==> src/rtl/mem_pkg.sv <==
// Shared definitions for the memory responder: read destination kinds and
// the request-queue entry layout.
// Entry fields are sized to the widest supported configuration; modules
// zero-extend into them and slice back out to their own parameter widths,
// so MAIN_ADDR_WIDTH must not exceed ADDR_MAX and WORD_WIDTH must not
// exceed DATA_MAX.
package mem_pkg;

  localparam int unsigned ADDR_MAX = 32;
  localparam int unsigned DATA_MAX = 64;

  typedef enum logic [1:0] {
    KIND_RELOAD   = 2'd0,
    KIND_CONVEYOR = 2'd1,
    KIND_DSTACK   = 2'd2,
    KIND_STREAM   = 2'd3
  } kind_e;

  typedef struct packed {
    logic                is_write;
    logic [ADDR_MAX-1:0] addr;
    logic [DATA_MAX-1:0] data;
    kind_e               kind;
    logic [1:0]          choice;
  } entry_t;

endpackage

==> src/rtl/mem_responder_req_fifo.sv <==
// req_fifo: request queue accepting up to two entries and releasing one per
// cycle.
// Ports:
//   clk, reset            clock, synchronous active-low reset
//   push_first/entry_first   entry placed first in queue order
//   push_second/entry_second entry placed after entry_first
//   pop                   dequeue the head (ignored when empty)
//   head                  current head entry
//   empty                 queue holds no entries
//   room2_next            after this edge, at least two entries will be free
module req_fifo
  import mem_pkg::*;
#(
  parameter int unsigned QUEUE_DEPTH = 4
) (
  input  logic   clk,
  input  logic   reset,
  input  logic   push_first,
  input  entry_t entry_first,
  input  logic   push_second,
  input  entry_t entry_second,
  input  logic   pop,
  output entry_t head,
  output logic   empty,
  output logic   room2_next
);

  localparam int unsigned PTR_W = $clog2(QUEUE_DEPTH);
  localparam int unsigned CNT_W = PTR_W + 1;

  entry_t           mem [QUEUE_DEPTH];
  logic [PTR_W-1:0] wr_ptr;
  logic [PTR_W-1:0] rd_ptr;
  logic [PTR_W-1:0] second_slot;
  logic [CNT_W-1:0] count;
  logic [CNT_W-1:0] count_next;
  logic             do_pop;

  assign empty  = (count == '0);
  assign do_pop = pop && !empty;
  assign head   = mem[rd_ptr];

  // The second entry lands directly behind the first only when the first is
  // actually pushed; otherwise it takes the current write slot.
  assign second_slot = wr_ptr + PTR_W'(push_first);

  always_comb begin
    count_next = count + CNT_W'(push_first) + CNT_W'(push_second) - CNT_W'(do_pop);
    room2_next = (count_next <= CNT_W'(QUEUE_DEPTH - 2));
  end

  always_ff @(posedge clk) begin
    if (push_first)  mem[wr_ptr]      <= entry_first;
    if (push_second) mem[second_slot] <= entry_second;
  end

  always_ff @(posedge clk) begin
    if (!reset) begin
      wr_ptr <= '0;
      rd_ptr <= '0;
      count  <= '0;
    end else begin
      wr_ptr <= wr_ptr + PTR_W'(push_first) + PTR_W'(push_second);
      if (do_pop) rd_ptr <= rd_ptr + PTR_W'(1);
      count <= count_next;
    end
  end

endmodule

==> src/rtl/mem_responder.sv <==
// mem_responder: queues write/read requests, issues one per cycle to a
// synchronous single-port RAM and returns tagged read responses.
// Ports:
//   clk, reset                         clock, synchronous active-low reset
//   write_out/write_address/write_value  write request
//   read_out/read_address/read_kind/read_choice  read request and tags
//   req_ready                          both requests this cycle are taken
//   ram_en/ram_we/ram_addr/ram_wdata   RAM access (registered)
//   ram_rdata                          RAM read data, one cycle after strobe
//   resp_valid/resp_kind/resp_choice/resp_addr/resp_data  read response
module mem_responder
  import mem_pkg::*;
#(
  parameter int unsigned MAIN_ADDR_WIDTH = 1,
  parameter int unsigned WORD_WIDTH      = 32,
  parameter int unsigned QUEUE_DEPTH     = 4
) (
  input  logic                       clk,
  input  logic                       reset,
  input  logic                       write_out,
  input  logic [MAIN_ADDR_WIDTH-1:0] write_address,
  input  logic [WORD_WIDTH-1:0]      write_value,
  input  logic                       read_out,
  input  logic [MAIN_ADDR_WIDTH-1:0] read_address,
  input  logic [1:0]                 read_kind,
  input  logic [1:0]                 read_choice,
  output logic                       req_ready,
  output logic                       ram_en,
  output logic                       ram_we,
  output logic [MAIN_ADDR_WIDTH-1:0] ram_addr,
  output logic [WORD_WIDTH-1:0]      ram_wdata,
  input  logic [WORD_WIDTH-1:0]      ram_rdata,
  output logic                       resp_valid,
  output logic [1:0]                 resp_kind,
  output logic [1:0]                 resp_choice,
  output logic [MAIN_ADDR_WIDTH-1:0] resp_addr,
  output logic [WORD_WIDTH-1:0]      resp_data
);

  logic   ready_q;
  logic   push_write;
  logic   push_read;
  logic   empty;
  logic   room2_next;
  entry_t w_entry;
  entry_t r_entry;
  entry_t head;
  logic   unused_hi;

  // Issue-stage tags travel alongside the RAM strobe; the second stage lines
  // up with ram_rdata becoming valid.
  logic                       iss_read;
  kind_e                      iss_kind;
  logic [1:0]                 iss_choice;
  logic                       tag_valid;
  kind_e                      tag_kind;
  logic [1:0]                 tag_choice;
  logic [MAIN_ADDR_WIDTH-1:0] tag_addr;

  assign req_ready  = ready_q;
  assign push_write = ready_q && write_out;
  assign push_read  = ready_q && read_out;

  // Upper entry bits are always written as zero for this configuration.
  assign unused_hi = (|(head.addr >> MAIN_ADDR_WIDTH)) | (|(head.data >> WORD_WIDTH));

  always_comb begin
    w_entry                             = '0;
    w_entry.is_write                    = 1'b1;
    w_entry.addr[MAIN_ADDR_WIDTH-1:0]   = write_address;
    w_entry.data[WORD_WIDTH-1:0]        = write_value;
    w_entry.kind                        = KIND_RELOAD;
    r_entry                             = '0;
    r_entry.is_write                    = 1'b0;
    r_entry.addr[MAIN_ADDR_WIDTH-1:0]   = read_address;
    r_entry.kind                        = kind_e'(read_kind);
    r_entry.choice                      = read_choice;
  end

  // Write goes first so a same-cycle read of that address sees the new data.
  req_fifo #(
    .QUEUE_DEPTH(QUEUE_DEPTH)
  ) u_fifo (
    .clk          (clk),
    .reset        (reset),
    .push_first   (push_write),
    .entry_first  (w_entry),
    .push_second  (push_read),
    .entry_second (r_entry),
    .pop          (!empty),
    .head         (head),
    .empty        (empty),
    .room2_next   (room2_next)
  );

  // Registered ready stays low through reset and rises on the first edge
  // after release, when the queue is known empty.
  always_ff @(posedge clk) begin
    if (!reset) ready_q <= 1'b0;
    else        ready_q <= room2_next;
  end

  always_ff @(posedge clk) begin
    if (!reset) begin
      ram_en     <= 1'b0;
      ram_we     <= 1'b0;
      ram_addr   <= '0;
      ram_wdata  <= '0;
      iss_read   <= 1'b0;
      iss_kind   <= KIND_RELOAD;
      iss_choice <= '0;
    end else if (!empty) begin
      ram_en     <= 1'b1;
      ram_we     <= head.is_write;
      ram_addr   <= head.addr[MAIN_ADDR_WIDTH-1:0];
      ram_wdata  <= head.data[WORD_WIDTH-1:0];
      iss_read   <= !head.is_write;
      iss_kind   <= head.kind;
      iss_choice <= head.choice;
    end else begin
      ram_en   <= 1'b0;
      ram_we   <= 1'b0;
      iss_read <= 1'b0;
    end
  end

  always_ff @(posedge clk) begin
    if (!reset) begin
      tag_valid  <= 1'b0;
      tag_kind   <= KIND_RELOAD;
      tag_choice <= '0;
      tag_addr   <= '0;
    end else begin
      tag_valid  <= iss_read;
      tag_kind   <= iss_kind;
      tag_choice <= iss_choice;
      tag_addr   <= ram_addr;
    end
  end

  always_ff @(posedge clk) begin
    if (!reset) begin
      resp_valid  <= 1'b0;
      resp_kind   <= '0;
      resp_choice <= '0;
      resp_addr   <= '0;
      resp_data   <= '0;
    end else begin
      resp_valid <= tag_valid;
      if (tag_valid) begin
        resp_kind   <= tag_kind;
        resp_choice <= tag_choice;
        resp_addr   <= tag_addr;
        resp_data   <= ram_rdata;
      end
    end
  end

endmodule
==> config.mk <==
export PLATFORM = sky130hd
export DESIGN_NAME = mem_responder
export DESIGN_NICKNAME = d
export VERILOG_FILES = /design/src/rtl/mem_pkg.sv /design/src/rtl/mem_responder_req_fifo.sv /design/src/rtl/mem_responder.sv
export SDC_FILE = /design/constraint.sdc
export NUM_CORES = 1
export LEC_CHECK = 0
export CAP_MARGIN = 20
export CORE_MARGIN = 10
export CORE_UTILIZATION = 31
export CTS_CLUSTER_DIAMETER = 60
export DETAILED_ROUTE_END_ITERATION = 8
export HOLD_SLACK_MARGIN = 0.08
export PLACE_DENSITY = 0.57
export SYNTH_ARGS = -nofsm -noshare
export SYNTH_HDL_FRONTEND = slang
export SYNTH_SLANG_ARGS = --single-unit
==> constraint.sdc <==
create_clock -name clk -period 2.5 [get_ports clk]
set_input_delay 0.375 -clock clk [delete_from_list [all_inputs] [get_ports clk]]
set_output_delay 0.375 -clock clk [all_outputs]
set_load 0.02 [all_outputs]
* Yosys cells after proc, flatten, opt, wreduce, memory -nomap -nowiden
Memory sizes are Yosys's and may differ from the RTL's. A register that Yosys moved wholly into a read port is not among the register bits.
Index checks and enable logic that the tools add are counted.
** Storage, ports and cells
- Memories :: 1
- Output and inout bits :: 74
- Register bits after elaboration :: 92
- Input port bits :: 74
- RAM bits :: 152
- Logic and storage cells :: 42
** Cells by class
- Reduce and logical (&&, ||, !) cells :: 6
- Multiplexer cells :: 7
- Add/subtract/negate cells :: 6
- Order comparisons :: 1
- Bitwise logic cells :: 1
** Memories
- u_fifo.mem :: words 4, bits a word 38, read ports 1, clocked after memory_dff 1, write ports 2, RTL line mem_responder_req_fifo.sv:31 : entry_t mem [QUEUE_DEPTH];
** Operators with widths (number)
- $add A3 B1 Y3 :: 2
- $mux W1 :: 5
- $add A2 B1 Y2 :: 2
- $mux W2 :: 2
- $le A3 B2 Y1 const B :: 1
- $logic_not A3 Y1 :: 1
- $sub A3 B1 Y3 :: 1
- $add A2 B1 Y2 const B :: 1
- $logic_and A1 B1 Y1 :: 2
- $logic_not A1 Y1 :: 2
- $reduce_or A2 Y1 :: 1
- $not A1 Y1 :: 1

* Depth between registers and ports, before layout
Gate-level depths: netlist (run 1).
- Depth in word-level cells :: 5
- Gate-level depth with buffers :: 10
- Gate-level depth less buffers :: 9

* Cells and area by module
From an unflattened synthesis (run 1), not the netlist that was laid out.
** Second synthesis, totals
- Cells, all modules :: 1294
- Area, all modules :: 23013.3 um^2
** By module, submodules not included
- req_fifo :: sequential area each 12311.8 um^2, area each 19885.3 um^2, instances 1, cells each 1027
- mem_responder :: sequential area each 1701.6 um^2, area each 3128.0 um^2, instances 1, cells each 267

* Worst setup path before layout (run 1)
Ideal clock, no wire load.
- Path kind :: flip-flop to flip-flop
- From :: register u_fifo.count[0]
- To :: register ready_q (netlist: req_ready)
- Arrival time :: 2252 ps
- Slack :: 132 ps
- Clock period less this slack :: 2368 ps
- Setup time :: 116 ps
- Data required time :: 2384 ps
- Stages on the path, launching flop included :: 10
- Buffers on the path :: 1
- Path through :: dfxtp_1 or3_1 buf_4 ha_1 inv_1 fa_1 inv_1 fa_1 nand2b_1 and3_1
** On the way
- Cells in the longest elaborated chain, start to end :: 4
- Elaborated cells between the ends (all ways) :: 6
- Those cells by class :: add/sub (3); order compare (1); reduce/logical (2)
** Ends and longest elaborated chain
- start: declaration :: RTL line mem_responder_req_fifo.sv:35 : logic [CNT_W-1:0] count;
- start signal: assignment :: RTL line mem_responder_req_fifo.sv:65 : count <= count_next;
- $logic_not A3 Y1 :: RTL line mem_responder_req_fifo.sv:39 : assign empty = (count == '0);
- $logic_not A1 Y1 :: RTL line mem_responder_req_fifo.sv:40, mem_responder.sv:90
- named net u_fifo.do_pop :: RTL line mem_responder_req_fifo.sv:37 : logic do_pop;
- $sub A3 B1 Y3 :: RTL line mem_responder_req_fifo.sv:48 : count_next = count + CNT_W'(push_first) + CNT_W'(push_second) - CNT_W'(do_pop);
- $le A3 B2 Y1 :: RTL line mem_responder_req_fifo.sv:49 : room2_next = (count_next <= CNT_W'(QUEUE_DEPTH - 2));
- end signal: assignment :: RTL line mem_responder.sv:100 : else ready_q <= room2_next;
- end: declaration :: RTL line mem_responder.sv:40 : logic ready_q;
The timed path passes the listed nets, and every way through them passes these cells.
A chain may end at the register's enable or synchronous reset.

* Worst setup path after layout (run 1)
- From :: register u_fifo.count[0]
- To :: register ready_q (netlist: req_ready)
** On the way
- Cells in the longest elaborated chain, start to end :: 4
- Elaborated cells between the ends (all ways) :: 6
- Those cells by class :: add/sub (3); order compare (1); reduce/logical (2)
** Ends and longest elaborated chain (RTL line)
- $add A3 B1 Y3 / $logic_not A3 Y1 (equally long branches) :: mem_responder_req_fifo.sv:48, mem_responder_req_fifo.sv:39
- $add A3 B1 Y3 / $logic_not A1 Y1 (equally long branches) :: mem_responder_req_fifo.sv:48, mem_responder_req_fifo.sv:40, mem_responder.sv:90
- $sub A3 B1 Y3 (*) :: mem_responder_req_fifo.sv:48
- $le A3 B2 Y1 (*) :: mem_responder_req_fifo.sv:49
Mark *: on every way between the ends. The rest lies on a longest branch, timed or not.

==> results of run 1 <==
==> through the flow <==
| stage | setup TNS, ns | cell area (µm²) | setup WS [ns] | utilization (%) |
|---|---|---|---|---|
| floorplan | 0 | 9370 | 0.132 | - |
| global placement | -0.0342 | 11400 | -0.0342 | 38.5 |
| detailed placement | -0.0560 | 11400 | -0.0560 | 38.5 |
| CTS | 0 | 12400 | 0.144 | 41.7 |
| global route | 0 | 12400 | 0.0594 | 41.7 |
| finish | 0 | 12400 | 0.152 | 41.7 |
==> tightest hold or removal path: stages (launching register included) <==
cell,delay (ns)
dfxtp_1,0.30
nand2_1,0.05
inv_1,0.04
==> final cells by class <==
| type | count | area (µm²) | area share [%] |
|---|---|---|---|
| Tap cell | 390 | 488 | 3.94 |
| Sequential cell | 246 | 5130 | 41.5 |
| Timing Repair Buffer | 184 | 1860 | 15.0 |
| Multi-Input combinational cell | 619 | 3920 | 31.7 |
| Clock buffer | 37 | 779 | 6.30 |
| Inverter | 10 | 37.5 | 0.303 |
| Clock inverter | 14 | 160 | 1.29 |
==> registers in the layout (all words and copies together) (netlist names), 3 cells and up, named ones only <==
register,flops
u_fifo.count,3
ram_wdata,32
u_fifo.mem,152
resp_data,32
==> synth_stat cells (all sizes together), types with 9 or more instances <==
cell type / n / area [µm²]
dfxtp: 226 / 4520
and2: 22 / 140
inv: 9 / 33.8
mux4: 38 / 856
edfxtp: 20 / 601
a21oi: 128 / 641
mux2i: 41 / 410
buf: 37 / 203
nand2: 266 / 998
clkbuf: 36 / 135
nor2: 53 / 201
a22o: 32 / 280
==> power by group <==
group	internal, W	total (W)	switching (W)
combinational	0.00214	0.00406	0.00192
sequential	0.00510	0.00579	0.000682
clock	0.00251	0.00415	0.00165
total	0.00976	0.0140	0.00425
==> cells by family after synthesis <==
| logic type | synth area share, % |
|---|---|
| buffers and inverters | 4.01 |
| xor gates and xnor gates | 0.561 |
| DFF | 54.7 |
| AOI/OAI and AO/OA | 10.5 |
| and+or+nand+nor | 15.9 |
| adders and majority gates | 0.828 |
| muxes | 13.5 |
==> worst max path at each step <==
stage               cells after the start            start  slack [ns]   endpoint
floorplan                               9  u_fifo.count[0]        0.13  req_ready
global placement                        9         read_out       -0.03  req_ready
detailed placement                      9         read_out       -0.06  req_ready
CTS                                     8  u_fifo.count[0]        0.14  req_ready
global route                            8  u_fifo.count[0]        0.06  req_ready
finish                                  8  u_fifo.count[0]        0.15  req_ready
==> per-layer routing <==
layer,track usage [%],up-vias
met4,2.61,0
met3,3.34,24
met1,18.5,3289
met2,21.4,246
li1,-,3509
met5,0,-
==> impl_metrics.yaml, run 1 <==
cts:
  post_cts_buffers: 0
  clk_pin_slew_worst_paths_ns: 0.06
  numCtsBuffers: 28
  clk_latency_ns: 0.55
  clock_path_buffers: 3
  cts.sinks: 246
  clock-root-buffer: "clkbuf_16"
  htreeDepth: 1
  cts_tree: "yes"
  post_cts_resized: 0
  hold_buffers: 0
timing:
  min_period_ns: 2.35
  report.final.hold_viol_count: 0
  setup_viol: 0
  fmax_ghz: 0.426
  grt_setup_unrepaired: "false"
  whs_ns: 0.427
  fin_crit_sh_pct: 93.9
  final-max-slew-violation-count: 0
  relSlewSlack_pct: 63.1
  fin_worst_skew_ns: 0.0183
  worst-slew-pin-transition_ns: 0.554
yosys:
  async_flop_share_pct: 0
  synth_fp_nets: 1027
  seq_area_frac_synth_pct: 54.7
  synth.avg_cell_area_um2: 9.88
  ys_ff_latch: 246
  ys_types: 38
  synth_edf_count: 20
  syn-cell-area_mm2: 0.00937
  synth_cells: 948
  yosys_warnings: 0
  synth-main-ff-cell: "dfxtp_1"
floorplan:
  core_mm2: 0.0297
  ios: 148
  dieHeight_um: 194
  std_cell_rows: 63
  initial_core_util_pct: 31.5
  die_area_mm2: 0.0376
  die_w_um: 194
pwr:
  peakVddDrop_uv: 605
  power_leakage_nw: 4.54
  power.total_w: 0.0140
  powerDensity_mw_per_mm2: 1130
global_route:
  grt_max_degree: 44
  grt_pass1_wl_um: 41900
  grt_pass1_vias: 7140
  grt-ovfl-total: 0
  antenna_found_initial: 1
  grt_usage_pct: 13.6
placed_design:
  port-buffer-count: 147
  finalWeightedCongestion: 0.775
  hpwl_um: 17000
  dp.cells: 1449
route:
  drt_wl_total_um: 26300
  met1_length_um: 12100
  vias: 7068
  top_layer_used: "met4"
  via_per_inst: 4.71
  firstDrtPassIters: 5
  ant_nets: 0
  route.met3.wl_um: 2200
  wl_met2_um: 11700
  drtIter0Drc: 434
  drc: 0
  post_drt_wl_per_cell_um: 17.6
critical_path:
  crit_type: "flop to flop"
  cp_top_family: "adder cells"
  cp_slowest_cell: "fa_1"
  start_kind: "flop"
  cp_max_fo: 3
  cp_slowest_stage_delay_ns: 0.42
  path_buf_inv: 2
  reg2regPathDepth: 8
  required_ns: 2.92
  path_cells: "or3_1 > ha_1 > inv_1 > fa_1 > inv_1 > fa_1 > nand2b_1 > and3_1"
  r2r_end: "req_ready"
  rr_startpoint: "u_fifo.count[0]"
  rrSetupSlack_ns: 0.15
  cp-end-kind: "flop"
  crit_arrival_ns: 2.77
worst_hold_path:
  hold_end: "tag_kind[1]"
  hp-class: "flop to flop"
  worstHoldStart: "iss_kind[1]"
  min_path_cells: 2
layout:
  final_cells: 1500
  drive_gt1_share_pct: 12.2
  synthToLayoutAreaGrowth_pct: 32.2
  layout.nets: 1168
  n_antenna_cell: 0
  layout_common_cells: "nand2_1, dfxtp_1, clkdlybuf4s50_1, a21oi_1, nor2_1"
  final_common_cell: "nand2_1"
  fill_cells: 2893
run_status:
  status: "completed"
run:
  drv_cap: 0
(Power assumes the default switching activity.)
==> run 2: changes to the inputs <==
--- a/config.mk
+++ b/config.mk
@@ -9,6 +9,7 @@
 export CORE_MARGIN = 10
 export CORE_UTILIZATION = 31
 export CTS_CLUSTER_DIAMETER = 60
+export CTS_CLUSTER_SIZE = 8
 export DETAILED_ROUTE_END_ITERATION = 8
 export HOLD_SLACK_MARGIN = 0.08
 export PLACE_DENSITY = 0.57
==> run 2 against run 1 <==
Core utilization increased by 0.28 points. Wire length increased by 0.97%. Sequential power about the same. Setup slack got worse by 0.0026 ns. Fmax decreased by 0.11%. Clock-buffer cell count increased by 8. Largest cell class unchanged. Largest power group unchanged.
==> impl_metrics.yaml, run 2 (synthesized netlist as in run 1, its figures left out) <==
run_status:
  status: "completed"
layout:
  fill_cells: 2899
  top_register: "u_fifo.mem"
  layout_common_cells: "nand2_1, dfxtp_1, clkdlybuf4s50_1, a21oi_1, nor2_1"
  layout.nets: 1177
  synthToLayoutAreaGrowth_pct: 33.0
  multiInputGateArea_mm2: 0.00392
  drive_gt1_share_pct: 11.8
  seq_area_mm2: 0.00513
  top_regs: "u_fifo.mem x152, ram_wdata x32, resp_data x32"
  final_core_util_pct: 41.9
  final_common_cell: "nand2_1"
  n_antenna_cell: 0
  largest_register_ffs: 152
route:
  drc: 0
  drtIter0Drc: 361
  drt_wl_total_um: 26600
  ant_nets: 0
  post_drt_wl_per_cell_um: 17.8
  via_per_inst: 4.76
  vias: 7122
  firstDrtPassIters: 5
floorplan:
  core_mm2: 0.0297
  initial_core_util_pct: 31.5
  die_w_um: 194
  std_cell_rows: 63
  die_area_mm2: 0.0376
  dieHeight_um: 194
  ios: 148
cts:
  clock_path_buffers: 3
  clk_latency_ns: 0.50
  clk_pin_slew_worst_paths_ns: 0.05
  htreeDepth: 2
  hold_buffers: 0
  post_cts_buffers: 0
  numCtsBuffers: 37
  post_cts_resized: 0
  clock-root-buffer: "clkbuf_16"
  cts_tree: "yes"
  cts.sinks: 246
timing:
  report.final.hold_viol_count: 0
  final-max-slew-violation-count: 0
  fin_tns_setup_ns: 0
  grt_setup_unrepaired: "false"
  fmax_ghz: 0.425
  worst-slew-pin-transition_ns: 0.555
  setup_viol: 0
  fin_crit_sh_pct: 94.0
  min_period_ns: 2.35
  relSlewSlack_pct: 63.0
  fin_worst_skew_ns: 0.0143
pwr:
  power_leakage_nw: 4.58
  powerDensity_mw_per_mm2: 1150
  peakVddDrop_uv: 497
placed_design:
  port-buffer-count: 147
  finalWeightedCongestion: 0.775
  hpwl_um: 17000
critical_path:
  cp_slowest_stage_delay_ns: 0.42
  cp-end-kind: "flop"
  cp_slowest_cell: "fa_1"
  crit_type: "flop to flop"
  cp_top_family: "adder cells"
  required_ns: 2.89
  path_cells: "or3_1 > ha_1 > inv_1 > fa_1 > inv_1 > fa_1 > nand2b_1 > and3_1"
  crit_arrival_ns: 2.74
  start_kind: "flop"
  path_buf_inv: 2
  cp_max_fo: 3
run:
  drv_cap: 0
global_route:
  grt-ovfl-total: 0
  grt_max_degree: 44
  grt_usage_pct: 13.7
  grt_pass1_wl_um: 42100
  grt_pass1_vias: 7207
  antenna_found_initial: 1
worst_hold_path:
  hp-class: "flop to flop"
run 2: per-stage QoR:
step                      area, µm²  setup slack (ns)  hold slack, ns  power, W  std cells
after floorplan                9370             0.132           0.404   0.00845        948
after global placement        11400           -0.0342           0.415   0.00990       1449
after detailed placement      11400           -0.0560           0.420    0.0100       1449
after CTS                     12500             0.146           0.433    0.0145       1496
after global routing          12500            0.0612           0.451    0.0151       1496
final                         12500             0.149           0.430    0.0143       1496
run 2: power by group:
group | leakage, nW | total, W | switching [W] | internal [W]
logic | 2.02 | 0.00408 | 0.00193 | 0.00214
registers | 2.06 | 0.00580 | 0.000686 | 0.00512
clock network | 0.500 | 0.00443 | 0.00167 | 0.00276
total | 4.58 | 0.0143 | 0.00428 | 0.0100
run 2: metal layers:
metal	GRT usage (%)	wire length (µm)	share of wire, %	up-vias
met5	0	0	0	-
met1	18.2	12500	47	3364
li1	-	-	-	3504
met4	3.27	457	1.7	0
met3	3.39	1670	6.3	39
met2	21.8	12000	45	215
run 2: final timing paths:
kind,startpoint,endpoint,slack (ns),depth (start not counted)
setup / recovery,u_fifo.count[0],req_ready,0.15,8
hold / removal,iss_kind[1],tag_kind[1],0.43,2
setup reg to reg,u_fifo.count[0],req_ready,0.15,8
hold reg to reg,iss_kind[1],tag_kind[1],0.43,2
run 2: area by class of cell:
class | instances | share of cell area (%)
clock inverters | 2 | 0.201
flip-flops and latches | 246 | 41.2
well taps | 390 | 3.92
repair buffers | 184 | 14.9
multi-input cells | 619 | 31.5
inverters | 10 | 0.301
clock buffers | 45 | 8.00
run 2: worst reg2reg max path, cell delays in order, from the launching register on:
cell and delay, ns:
dfxtp_1 0.34, or3_1 0.41, ha_1 0.29, inv_1 0.04
fa_1 0.35, inv_1 0.07, fa_1 0.42, nand2b_1 0.15
and3_1 0.17
